<file path="src/rtl/mcu_bus_initiator.sv">
// MCU-side initiator for the ECC bridge bus: turns single-word valid/ready
// requests into chip_sel/write_en strobes, a timed data phase and a response pulse.
module mcu_bus_initiator #(
    parameter int DATA_W      = 16,
    parameter int WAIT_CYCLES = 2
) (
    input  logic              clk,
    input  logic              rst,
    input  logic              req_valid,
    output logic              req_ready,
    input  logic              req_write,
    input  logic [DATA_W-1:0] req_wdata,
    input  logic              req_ecc,
    output logic              rsp_valid,
    output logic [DATA_W-1:0] rsp_rdata,
    output logic              rsp_was_write,
    output logic              chip_sel,
    output logic              write_en,
    output logic              ecc_sel,
    output logic [DATA_W-1:0] bus_dout,
    output logic              bus_oe,
    input  logic [DATA_W-1:0] bus_din
);

    typedef enum logic [1:0] {
        IDLE,
        ACCESS,
        TURN
    } state_t;

    state_t            state;
    state_t            state_nxt;
    logic [3:0]        wait_cnt;
    logic              wr_q;
    logic              ecc_q;
    logic [DATA_W-1:0] dout_q;
    logic [DATA_W-1:0] rdata_q;
    logic              accept;

    assign accept        = (state == IDLE) && req_valid;
    assign ecc_sel       = ecc_q;
    assign bus_dout      = dout_q;
    assign rsp_rdata     = rdata_q;

    always_ff @(posedge clk) begin
        if (rst) begin
            state <= IDLE;
        end else begin
            state <= state_nxt;
        end
    end

    // All bus strobes decode from the state register so they switch on the same edge.
    always_comb begin
        state_nxt     = state;
        req_ready     = 1'b0;
        chip_sel      = 1'b1;
        write_en      = 1'b1;
        bus_oe        = 1'b0;
        rsp_valid     = 1'b0;
        rsp_was_write = 1'b0;
        case (state)
            IDLE: begin
                req_ready = 1'b1;
                if (req_valid) begin
                    state_nxt = ACCESS;
                end
            end
            ACCESS: begin
                chip_sel = 1'b0;
                write_en = ~wr_q;
                bus_oe   = wr_q;
                if (wait_cnt == 4'd0) begin
                    state_nxt = TURN;
                end
            end
            TURN: begin
                rsp_valid     = 1'b1;
                rsp_was_write = wr_q;
                state_nxt     = IDLE;
            end
            default: begin
                state_nxt = IDLE;
            end
        endcase
    end

    // Counter is loaded only at acceptance, so it stops at zero and never wraps.
    always_ff @(posedge clk) begin
        if (rst) begin
            wait_cnt <= 4'd0;
            wr_q     <= 1'b0;
            ecc_q    <= 1'b1;
            dout_q   <= '0;
            rdata_q  <= '0;
        end else if (accept) begin
            wait_cnt <= 4'(WAIT_CYCLES);
            wr_q     <= req_write;
            ecc_q    <= req_ecc;
            dout_q   <= req_wdata;
        end else if (state == ACCESS) begin
            if (wait_cnt == 4'd0) begin
                if (!wr_q) begin
                    rdata_q <= bus_din;
                end
            end else begin
                wait_cnt <= wait_cnt - 4'd1;
            end
        end
    end

endmodule

</file>
<file path="config.mk">
export PLATFORM = sky130hd
export DESIGN_NAME = mcu_bus_initiator
export DESIGN_NICKNAME = d
export VERILOG_FILES = /design/src/rtl/mcu_bus_initiator.sv
export SDC_FILE = /design/constraint.sdc
export NUM_CORES = 1
export LEC_CHECK = 0
export CAP_MARGIN = 30
export CORE_ASPECT_RATIO = 0.75
export CORE_MARGIN = 2
export CORE_UTILIZATION = 46
export CTS_BUF_LIST = sky130_fd_sc_hd__clkbuf_4 sky130_fd_sc_hd__clkbuf_8
export CTS_CLUSTER_SIZE = 40
export DETAILED_ROUTE_END_ITERATION = 8
export PLACE_DENSITY_LB_ADDON = 0.08
export SLEW_MARGIN = 20
export SYNTH_ARGS = -nofsm -noshare
export SYNTH_HDL_FRONTEND = slang
export SYNTH_SLANG_ARGS = --single-unit
</file>
<file path="constraint.sdc">
create_clock -name clk -period 2.9 [get_ports clk]
set_input_delay 0.58 -clock clk [delete_from_list [all_inputs] [get_ports clk]]
set_output_delay 0.58 -clock clk [all_outputs]
set_load 0.01 [all_outputs]
</file>
==> results.yml, run 1 <==
route:
  top_layer_used: "met4"
  drt_wl_total_mm: 3.64
  met3_length_um: 226
  met1Wirelength_mm: 1.76
  drc_errors: 0
  first_iter_violations: 32
  vias_per_cell: 4.79
  dr_total_vias: 1428
  drtAntennaViolNets: 0
  wl_met2_mm: 1.62
  dr.pass1.iters: 3
  wl_per_cell_um: 12.2
setup_path:
  start_kind: "flop"
  critPathMaxFanout: 10
  cp.arrival_ns: 1.72
  reg2reg_slack_ns: 1.10
  cp_data_required_time_ns: 2.32
  path_class: "flop to primary output"
  r2r.worst_path.cells: 4
  endpoint_kind: "primary output"
logic_synthesis:
  ys.flop_type: "dfxtp_1"
  synth.avg_cell_area_um2: 8.89
  yosysTopAreaCell: "dfxtp_1"
  netlist.area_leader.share: 0.484
  ys_async_sr_fraction: 0
  synth_warnings: 0
  ys_seq_elements: 40
  synth_area_leaders: "dfxtp_1 48%, nand2b_1 12%, mux2i_1 9.7%, nand2_1 8.9%, a21oi_1 5.8%"
  syn_inst: 186
  synth_edf_count: 0
  yosysSeqAreaShare: 0.484
  synth_nets: 223
  ys_types: 26
  syn_area_mm2: 0.00165
global_route:
  grt_pass1_vias: 1350
  grt_pass1_wl_mm: 6.09
  grt_max_degree: 57
  grt_antenna_before_repair: 0
  grt_use_total: 0.187
  grt_overflow_total: 0
cts:
  h-tree-depth: 2
  cts_buffer_depth: 2
  cts_made_buffers: 5
  ctsResizeCount: 0
  cts_setup_buffers: 0
  hold_buffers: 0
  clk_latency_ns: 0.28
  cts.reportedPaths.clkPinSlew_ns: 0.07
  clkSinkCount: 40
  cts_tree: "yes"
  cts_root_buffer: "clkbuf_8"
die:
  die_area_mm2: 0.00409
  die_w_um: 73.2
  start_util: 0.493
  die_h_um: 55.9
  core.rowCount: 18
  core_mm2: 0.00336
  ios: 76
finish:
  antenna_cells: 0
  fin_cells: 298
  final_common_cell: "clkdlybuf4s50_1"
  drive_gt1_frac: 0.0504
  final_nets: 295
  nFillCells: 273
  multiInputGateArea_um2: 785
  seqCellArea_um2: 801
  final_cell_mix: "75 x clkdlybuf4s50_1, 40 x dfxtp_1, 39 x nand2_1"
  syn2layout_area_growth_pct: 51.1
timing:
  min_period_ns: 2.30
  rsz0062_at_grt: "no"
  period_share: 0.791
  max_freq_mhz: 436
  setup_viol: 0
  tightest_slew_ns: 0.684
  skew_ns: 0.00347
  finalSetupTns_ns: 0
  hold_violations: 0
  slew_violations: 0
  slew_headroom: 0.544
placement:
  placed_cells: 291
  post-dp-hpwl_mm: 2.49
  finalWeightedCongestion: 0.730
  port-buffer-count: 75
worst_hold_path:
  hold_class: "flop to flop"
  hold_depth: 2
outcome:
  status: "completed"
pwr:
  ir_drop_v: 0.000291
  power.leakage_uw: 0.000915
  power_density_mw_per_mm2: 476
job:
  drv_cap: 0
[critical path, stage by stage, from the launching register on]
cell and delay, ns:
dfxtp_1 0.50, nor2b_1 0.26, nand2_1 0.10, inv_1 0.06
clkdlybuf4s50_1 0.52
[sequential cells by signal (all words and copies together), names as in the netlist]
register and flops:
bus_dout 16, rsp_rdata 16, wait_cnt 4, state 2, ecc_sel 1, wr_q 1
[cell families (layout without fill, tap and decap cells)]
logic type | count (synthesis) | count (layout) | synth area share
AOI/OAI and AO/OA | 25 | 25 | 0.0795
buffers and inverters | 15 | 87 | 0.0439
muxes | 16 | 16 | 0.0969
DFF | 40 | 40 | 0.484
and+or+nand+nor | 90 | 90 | 0.295
[power by group]
group	internal [uW]	total [uW]	switching (uW)	leakage [uW]
clock	173	348	176	0.0000445
combinational	141	236	95.3	0.000544
sequential	583	605	22.5	0.000327
total	896	1190	293	0.000915
[layer usage]
| layer | vias to the layer above | global-route usage |
|---|---|---|
| li1 | 746 | - |
| met1 | 634 | 0.246 |
| met2 | 45 | 0.295 |
| met3 | 3 | 0.0598 |
| met4 | 0 | 0.0476 |
| met5 | - | 0 |
[final timing paths]
check	start	endpoint
worst max-delay path	state[0]	bus_oe
worst min-delay path	bus_dout[15]	bus_dout[15]
worst max register to register	state[0]	rsp_rdata[3]
worst min register to register	bus_dout[15]	bus_dout[15]
[layout make-up]
type / count / share of cell area
repair buffers: 78 / 0.310
clock buffers: 6 / 0.0306
clock inverters: 1 / 0.00200
flip-flops and latches: 40 / 0.321
well taps: 40 / 0.0200
inverters: 2 / 0.00301
multi-input cells: 131 / 0.314
[through the flow]
step            util  instance area (um^2)  worst slack, ns  total power [uW]  hold WS, ns
2_1_floorplan      -                  1650             1.08               725        0.481
3_5_place_dp   0.720                  2420            0.776               854        0.448
3_3_place_gp   0.720                  2420            0.811               850        0.442
4_1_cts        0.744                  2500            0.593              1200        0.458
6_report       0.744                  2500            0.605              1190        0.454
5_1_grt        0.744                  2500            0.456              1250        0.471
[synth_stat cells (all sizes together) (2+ instances only)]
master / instances
dfxtp: 40
nand2: 39
nand2b: 32
a21oi: 19
mux2i: 16
clkbuf: 10
buf: 3
nor2: 3
nor2b: 3
o21ai: 3
inv: 2
nand3: 2
nand3b: 2
nor4b: 2
Power figures use the tool's default switching activity.
==> run 2: changes to the inputs <==
Settings changed: CORE_UTILIZATION 46 to 38.
Clock period 2.9 ns to 1.9 ns, I/O delays scaled along.
==> run 2 against run 1 <==
Routed wire length shrank 2.0%. Core utilization shrank 11 points. Die area up 20%. Combinational power rose by 60%. Register-to-register slack lost 0.84 ns. Critical endpoint is now rsp_valid. Total power is 75% higher.
==> results.yml, run 2 (synthesis gave the netlist of run 1 again) <==
outcome:
  status: "completed"
route:
  wl_per_cell_um: 11.3
  vias_per_cell: 4.59
  drc_errors: 0
  drtAntennaViolNets: 0
  drt_wl_total_mm: 3.57
  dr.pass1.iters: 4
  first_iter_violations: 24
  dr_total_vias: 1452
global_route:
  grt_pass1_wl_mm: 5.72
  grt_overflow_total: 0
  grt_use_total: 0.151
  grt_antenna_before_repair: 0
  grt_pass1_vias: 1370
  grt_max_degree: 57
pwr:
  power_density_mw_per_mm2: 796
  p_sw_uw: 451
  ir_drop_v: 0.000690
  seq_power_share: 0.441
  power.leakage_uw: 0.000982
  power.internal_uw: 1630
  netSwitchingFraction: 0.216
  combPwrFrac: 0.181
  power.share.clock: 0.378
  fin_total_pwr_uw: 2080
finish:
  nFillCells: 371
  fin_cells: 316
  syn2layout_area_growth_pct: 58.5
  final_cell_mix: "73 x clkdlybuf4s50_1, 39 x nand2_1, 38 x dfxtp_1"
  final_common_cell: "clkdlybuf4s50_1"
  drive_gt1_frac: 0.0728
  antenna_cells: 0
  final_nets: 298
  fin_area_mm2: 0.00262
  fin_util: 0.638
setup_path:
  endpoint_kind: "primary output"
  cp_cell_sequence: "nor2b_1 -> clkdlybuf4s50_1"
  cp_data_required_time_ns: 1.52
  r2r-end: "rsp_rdata[9]"
  reg2reg_from: "wait_cnt[0]"
  startpoint: "state[1]"
  critPathSlowestCell: "clkdlybuf4s50_1"
  r2r.worst_path.cells: 4
  start_kind: "flop"
  path_class: "flop to primary output"
  reg2reg_slack_ns: 0.26
  critPathMaxFanout: 10
  cp.arrival_ns: 1.41
  crit_path_max_incr_delay_ns: 0.55
worst_hold_path:
  hold_depth: 2
  hold_class: "flop to flop"
  min_from: "bus_dout[13]"
  min_to: "bus_dout[13]"
cts:
  cts.reportedPaths.clkPinSlew_ns: 0.07
  cts_root_buffer: "clkbuf_8"
  cts_made_buffers: 5
  hold_buffers: 0
  clk_latency_ns: 0.28
  h-tree-depth: 2
  clkSinkCount: 40
  cts_buffer_depth: 2
  cts_tree: "yes"
die:
  ios: 76
  die_area_mm2: 0.00490
  start_util: 0.403
  die_w_um: 80.2
  core.rowCount: 20
  core_mm2: 0.00410
  die_h_um: 61.1
timing:
  min_period_ns: 1.79
  hold_violations: 0
  setup_viol: 0
  slew_violations: 0
  finalSetupTns_ns: 0
  period_share: 0.941
  skew_ns: 0.00564
  slew_headroom: 0.732
  max_freq_mhz: 559
  tightest_slew_ns: 0.397
  rsz0062_at_grt: "no"
placement:
  post-dp-hpwl_mm: 2.50
  placed_cells: 309
  port-buffer-count: 75
  placedInstanceArea_mm2: 0.00248
  finalWeightedCongestion: 0.739
job:
  drv_cap: 0
-- run 2: area by class of cell --
type                            count  area, um^2  share of cell area
Timing Repair Buffer               81         822               0.314
Clock buffer                        5        68.8              0.0263
Clock inverter                      2        60.1              0.0229
Inverter                            2        7.51             0.00287
Sequential cell                    40         806               0.308
Tap cell                           55        68.8              0.0263
Multi-Input combinational cell    131         787               0.300
-- run 2: per-layer routing --
metal	vias up	share of wire	global-route usage
met5	-	0	0
met4	0	0.0081	0.0581
met3	4	0.062	0.0469
met2	41	0.46	0.264
met1	651	0.47	0.177
li1	756	-	-
-- run 2: per-stage QoR --
step           hold slack, ns  worst slack (ns)
2_1_floorplan           0.481            0.0798
5_1_grt                 0.479            0.0336
6_report                0.453             0.113
3_5_place_dp            0.446             0.166
3_3_place_gp            0.442             0.191
4_1_cts                 0.456           -0.0199
-- run 2: timing repair --
item,CTS,global route
pin swaps,0,0
gates resized for setup,3,3
setup endpoints to repair,5,1
buffers inserted,0,0
-- run 2: worst max-delay path by stage --
stage / slack [ns] / to / cells after the start
CTS: -0.02 / bus_oe / 4
global route: 0.03 / rsp_valid / 2
finish: 0.11 / rsp_valid / 2
detailed placement: 0.17 / rsp_was_write / 3
floorplan: 0.08 / rsp_rdata[10] / 5
global placement: 0.19 / rsp_was_write / 3
-- run 2: power by group through the flow --
stage | combinational (uW) | sequential (uW) | clock (uW)
global placement | 379 | 938 | 0
finish | 378 | 920 | 787
CTS | 383 | 919 | 814
floorplan | 152 | 954 | 0
detailed placement | 382 | 939 | 0
global route | 413 | 927 | 846
-- run 2: critical path: cells and delay by family, from the launching register on --
| kind | cells | cell delay, ns |
|---|---|---|
| DFF | 1 | 0.40 |
| buffers and inverters | 1 | 0.55 |
| and+or+nand+nor | 1 | 0.17 |
